<file path="src/rtl/switch_event_queue.sv">
// Serializes debounced switch changes into {index, level} events through a FWFT FIFO.
// Define SWITCH_EVT_TIMESTAMP_EN to stamp each event with a free-running cycle counter (evt_time).
module switch_event_queue #(
   parameter int NUM_SW     = 18,
   parameter int FIFO_DEPTH = 8,
   parameter int TS_W       = 16
) (
   input  logic                          clk,
   input  logic                          rst,
   input  logic [NUM_SW-1:0]             sw_stable,
   input  logic [NUM_SW-1:0]             sw_changed,
   output logic                          evt_valid,
   input  logic                          evt_ready,
   output logic [4:0]                    evt_index,
   output logic                          evt_value,
`ifdef SWITCH_EVT_TIMESTAMP_EN
   output logic [TS_W-1:0]               evt_time,
`endif
   output logic [$clog2(FIFO_DEPTH):0]   fifo_count,
   output logic                          overflow,
   input  logic                          clear_overflow
);

   localparam int PW = $clog2(FIFO_DEPTH);
   localparam int CW = PW + 1;
   localparam logic [CW-1:0] DEPTH_C = CW'(FIFO_DEPTH);
`ifdef SWITCH_EVT_TIMESTAMP_EN
   localparam int EW = 6 + TS_W;
`else
   localparam int EW = 6;
`endif

   logic [NUM_SW-1:0] r_pending;
   logic [EW-1:0]     r_mem [FIFO_DEPTH];
   logic [PW-1:0]     r_wptr, r_rptr;
   logic [CW-1:0]     r_count;
   logic              r_overflow;
`ifdef SWITCH_EVT_TIMESTAMP_EN
   logic [TS_W-1:0]   r_ts;
`endif

   logic [NUM_SW-1:0] w_first;
   logic [NUM_SW-1:0] w_grant;
   logic [4:0]        w_gidx;
   logic              w_gval;
   logic              w_found;
   logic              w_wr;
   logic              w_pop;
   logic [EW-1:0]     w_wdata;
   logic [EW-1:0]     w_head;

   // Lowest-index pending bit wins; only one event is written per cycle.
   always_comb begin
      w_first = '0;
      w_gidx  = '0;
      w_gval  = 1'b0;
      w_found = 1'b0;
      for (int i = 0; i < NUM_SW; i++) begin
         if (r_pending[i] && !w_found) begin
            w_found    = 1'b1;
            w_first[i] = 1'b1;
            w_gidx     = 5'(i);
            w_gval     = sw_stable[i];
         end
      end
   end

   // A full FIFO blocks the grant even when a pop happens this cycle.
   assign w_wr    = w_found && (r_count < DEPTH_C);
   assign w_grant = w_wr ? w_first : '0;
   assign w_pop   = (r_count != '0) && evt_ready;

`ifdef SWITCH_EVT_TIMESTAMP_EN
   assign w_wdata = {r_ts, w_gidx, w_gval};
`else
   assign w_wdata = {w_gidx, w_gval};
`endif

   always_ff @(posedge clk) begin
      if (rst) begin
         r_pending  <= '0;
         r_wptr     <= '0;
         r_rptr     <= '0;
         r_count    <= '0;
         r_overflow <= 1'b0;
      end else begin
         r_pending <= (r_pending & ~w_grant) | sw_changed;
         if (w_wr)  r_wptr <= r_wptr + 1'b1;
         if (w_pop) r_rptr <= r_rptr + 1'b1;
         case ({w_wr, w_pop})
            2'b10:   r_count <= r_count + 1'b1;
            2'b01:   r_count <= r_count - 1'b1;
            default: r_count <= r_count;
         endcase
         // A change landing on a still-pending bit means a transition was coalesced.
         if (|(sw_changed & r_pending & ~w_grant))
            r_overflow <= 1'b1;
         else if (clear_overflow)
            r_overflow <= 1'b0;
      end
   end

`ifdef SWITCH_EVT_TIMESTAMP_EN
   always_ff @(posedge clk) begin
      if (rst) r_ts <= '0;
      else     r_ts <= r_ts + 1'b1;
   end
`endif

   // Storage needs no reset: outputs are masked while the FIFO is empty.
   always_ff @(posedge clk) begin
      if (!rst && w_wr) r_mem[r_wptr] <= w_wdata;
   end

   assign w_head     = r_mem[r_rptr];
   assign evt_valid  = (r_count != '0);
   assign evt_value  = evt_valid ? w_head[0]   : 1'b0;
   assign evt_index  = evt_valid ? w_head[5:1] : 5'd0;
`ifdef SWITCH_EVT_TIMESTAMP_EN
   assign evt_time   = evt_valid ? w_head[EW-1:6] : '0;
`endif
   assign fifo_count = r_count;
   assign overflow   = r_overflow;

endmodule

</file>
<file path="config.mk">
export PLATFORM = sky130hd
export DESIGN_NAME = switch_event_queue
export DESIGN_NICKNAME = d
export VERILOG_FILES = /design/src/rtl/switch_event_queue.sv
export SDC_FILE = /design/constraint.sdc
export NUM_CORES = 1
export LEC_CHECK = 0
export BUFFER_PORTS_ARGS = -buffer_cell sky130_fd_sc_hd__buf_2
export CAP_MARGIN = 20
export CORE_MARGIN = 2
export CORE_UTILIZATION = 45
export CTS_BUF_LIST = sky130_fd_sc_hd__clkbuf_4
export CTS_CLUSTER_DIAMETER = 40
export DETAILED_ROUTE_END_ITERATION = 16
export PLACE_DENSITY = 0.73
export SYNTH_ARGS = -nofsm -noshare
export SYNTH_HDL_FRONTEND = slang
export SYNTH_SLANG_ARGS = --single-unit
</file>
<file path="constraint.sdc">
create_clock -name clk -period 10.2 [get_ports clk]
set_clock_uncertainty 0.2 [all_clocks]
set_input_delay 0.51 -clock clk [delete_from_list [all_inputs] [get_ports clk]]
set_output_delay 0.51 -clock clk [all_outputs]
set_load 0.02 [all_outputs]
</file>
==> flow_summary.toml <==
[floorplanning]
die_w_um = 97.0
die_area_sq_mm = 0.00941
die_height_um = 97.0
start_util_pct = 46.9
ios = 52
fp.coreArea_sq_mm = 0.00830
rows = 33

[yosys]
synth_top_area_share_pct = 37.0
synth_area_leaders = "edfxtp_1 37%, dfxtp_1 16%, mux4_2 6.9%"
synthCells = 360
syn-num-nets = 406
avgSynthCellArea_sq_um = 10.8
syn_area_sq_mm = 0.00389
synth_warnings = 0
yosysSeqAreaShare_pct = 53.5
synth_top_cell_by_area = "edfxtp_1"
ys_async_sr_fraction_pct = 0
synthFlopType = "edfxtp_1"
synth-edff-count = 48
ys_ff_latch = 80
yosys.cell_types.count = 56

[place]
dp_hpwl_um = 6210
port_buffers = 51
numPlacedInstances = 497
routabilityCongestion = 0.921
dp_worst_setup_slack_ps = 6730

[power_and_ir_drop]
irDropWorstVdd_mv = 0.0787
power_leakage_nw = 1.65
powerDensity_mw_per_mm2 = 188

[clock_network]
numCtsBuffers = 9
clock_tree.root_cell = "clkbuf_4"
ctsResizeCount = 0
clockBufferDepth = 2
ctsHtreeMaxLevel = 3
postCtsSetupBuffers = 0
postCtsHoldBufs = 0
cts.clk_slew.worst_paths_ps = 120
cts_num_sinks = 80
cts_tree = "yes"
worstSkewPairLatency_ps = 420

[min_path]
hold_path_class = "input pin to flop"
hp-start = "sw_changed[13]"

[job]
maxCapViolCount = 0

[run_status]
status = "finished, final reports clean"

[grt]
grt_pass1_vias = 2809
grt_overflow_total = 0
grtUsageTotal_pct = 18.6
antenna_found_initial = 0
grt_pass1_wl_um = 14100
grt_start_max_net_pins = 35

[drt]
dr_total_vias = 2935
firstDrtPassIters = 5
ant_nets = 0
viasPerCell = 5.72
drcViolationCount = 0
wl_per_cell_um = 16.6
wl_um = 8530
drtIter0Drc = 235

[timing]
finalSetupViolCount = 0
fin_crit_sh_pct = 34.2
min_period_ps = 3490
timing.fmax_ghz = 0.287
max-slew-margin-rel_pct = 29.7
setup_ws_ps = 6710
tightest_slew_ps = 1050
rsz0062_at_grt = "no"
drv_slew = 0
hold_viol_final = 0
finalSetupTns_ps = 0

[cells_and_area]
final_common_cell = "nor2_1"
layout-drive-gt1-share_pct = 23.0
layout_common_cells = "52 x nor2_1, 51 x buf_2, 48 x edfxtp_1, 35 x a21oi_1, 32 x dfxtp_1"
layout.cells.non_filler = 513
syn_to_final_growth_pct = 12.5
antenna_cells = 0
final_net_count = 449

[setup_path]
crit_fanout = 11
r2r-start = "r_pending[11]"
cpLargestDelayFamily = "simple AND/OR/NAND/NOR gates"
slowest_delay_ps = 700
cp-startpoint = "r_pending[11]"
critPathSlowestCell = "or4_1"
worstSetupPathType = "flop to flop"
rrSetupSlack_ps = 6710
crit_path_end_kind = "flop"
critPathLaunchType = "flop"
cp_cell_sequence = "or4_1, nor4_4, a21oi_2, inv_2, ha_1, ha_1, a21o_1, a21oi_1, xnor2_1, or3_1, a21oi_1"
required_ps = 10350
worst-path-buf-inv = 1
cp.arrival_ps = 3640
==> final cells by class <==
class | instances | area (sq um)
Timing Repair Buffer | 54 | 278
Clock buffer | 10 | 75.1
Inverter | 18 | 67.6
Fill cell | 765 | 3920
Clock inverter | 6 | 93.8
Sequential cell | 80 | 2080
Multi-Input combinational cell | 240 | 1650
Tap cell | 105 | 131
==> report_power, final <==
group	internal, mW	switching, mW	leakage [nW]
clock network	0.104	0.110	0.0872
registers	0.369	0.0392	0.702
logic	0.0920	0.109	0.857
==> path summary, 6_finish.rpt <==
path	endpoint	depth (start not counted)
worst max-delay path	fifo_count[3]	11
worst min-delay path	r_pending[13]	3
worst max register to register	fifo_count[3]	11
worst min register to register	r_rptr[1]	2
==> through the flow <==
| stage | hold slack (ps) | power (mW) | area (sq um) | util, % |
|---|---|---|---|---|
| 6_report | 113 | 0.823 | 4380 | 52.7 |
| 5_1_grt | 97.4 | 0.869 | 4380 | 52.7 |
| 4_1_cts | 81.2 | 0.833 | 4380 | 52.7 |
| 3_5_place_dp | 273 | 0.619 | 4210 | 50.7 |
| 3_3_place_gp | 268 | 0.615 | 4210 | 50.7 |
| 2_1_floorplan | 254 | 0.553 | 3890 | - |
==> sequential cells by signal, summed over array words and instances, names as in the netlist, named ones only <==
register / flops
r_rptr: 3
r_pending: 18
r_wptr: 3
fifo_count: 4
overflow: 1
r_mem: 48
==> routing by layer <==
metal / vias up / share of wire (%) / track usage, %
met4: 0 / 0.95 / 4.98
met2: 133 / 48 / 30.5
met5: - / 0 / 0
met1: 1377 / 43 / 24.6
met3: 9 / 8.2 / 4.99
li1: 1416 / - / -
==> logic make-up (layout without fill, tap and decap cells) <==
kind of cell	after synthesis	after routing	synth area share, %
compound gates	75	75	12.1
xor+xnor	7	7	1.58
fa+ha+maj	6	6	2.12
buf+inv	40	88	4.12
flops	80	80	53.5
mux	22	22	9.55
simple gates	130	130	17.0
==> Yosys cell counts (4+ instances only) <==
| library cell | instances |
|---|---|
| nor4_1 | 5 |
| or3_1 | 4 |
| nor2_1 | 52 |
| mux4_2 | 12 |
| nand2_1 | 30 |
| xor2_1 | 5 |
| ha_1 | 5 |
| mux2i_1 | 9 |
| a21oi_1 | 35 |
| o21ai_1 | 4 |
| dfxtp_1 | 32 |
| edfxtp_1 | 48 |
| inv_1 | 17 |
| nor3_1 | 6 |
| clkbuf_1 | 18 |
| nand3_1 | 10 |
| o21ai_0 | 10 |
==> tightest hold or removal path, stage by stage <==
cell and delay [ps]:
buf_2 80, a21oi_1 30, nor2_1 70
Note: power is estimated with default switching activity, not from simulation.
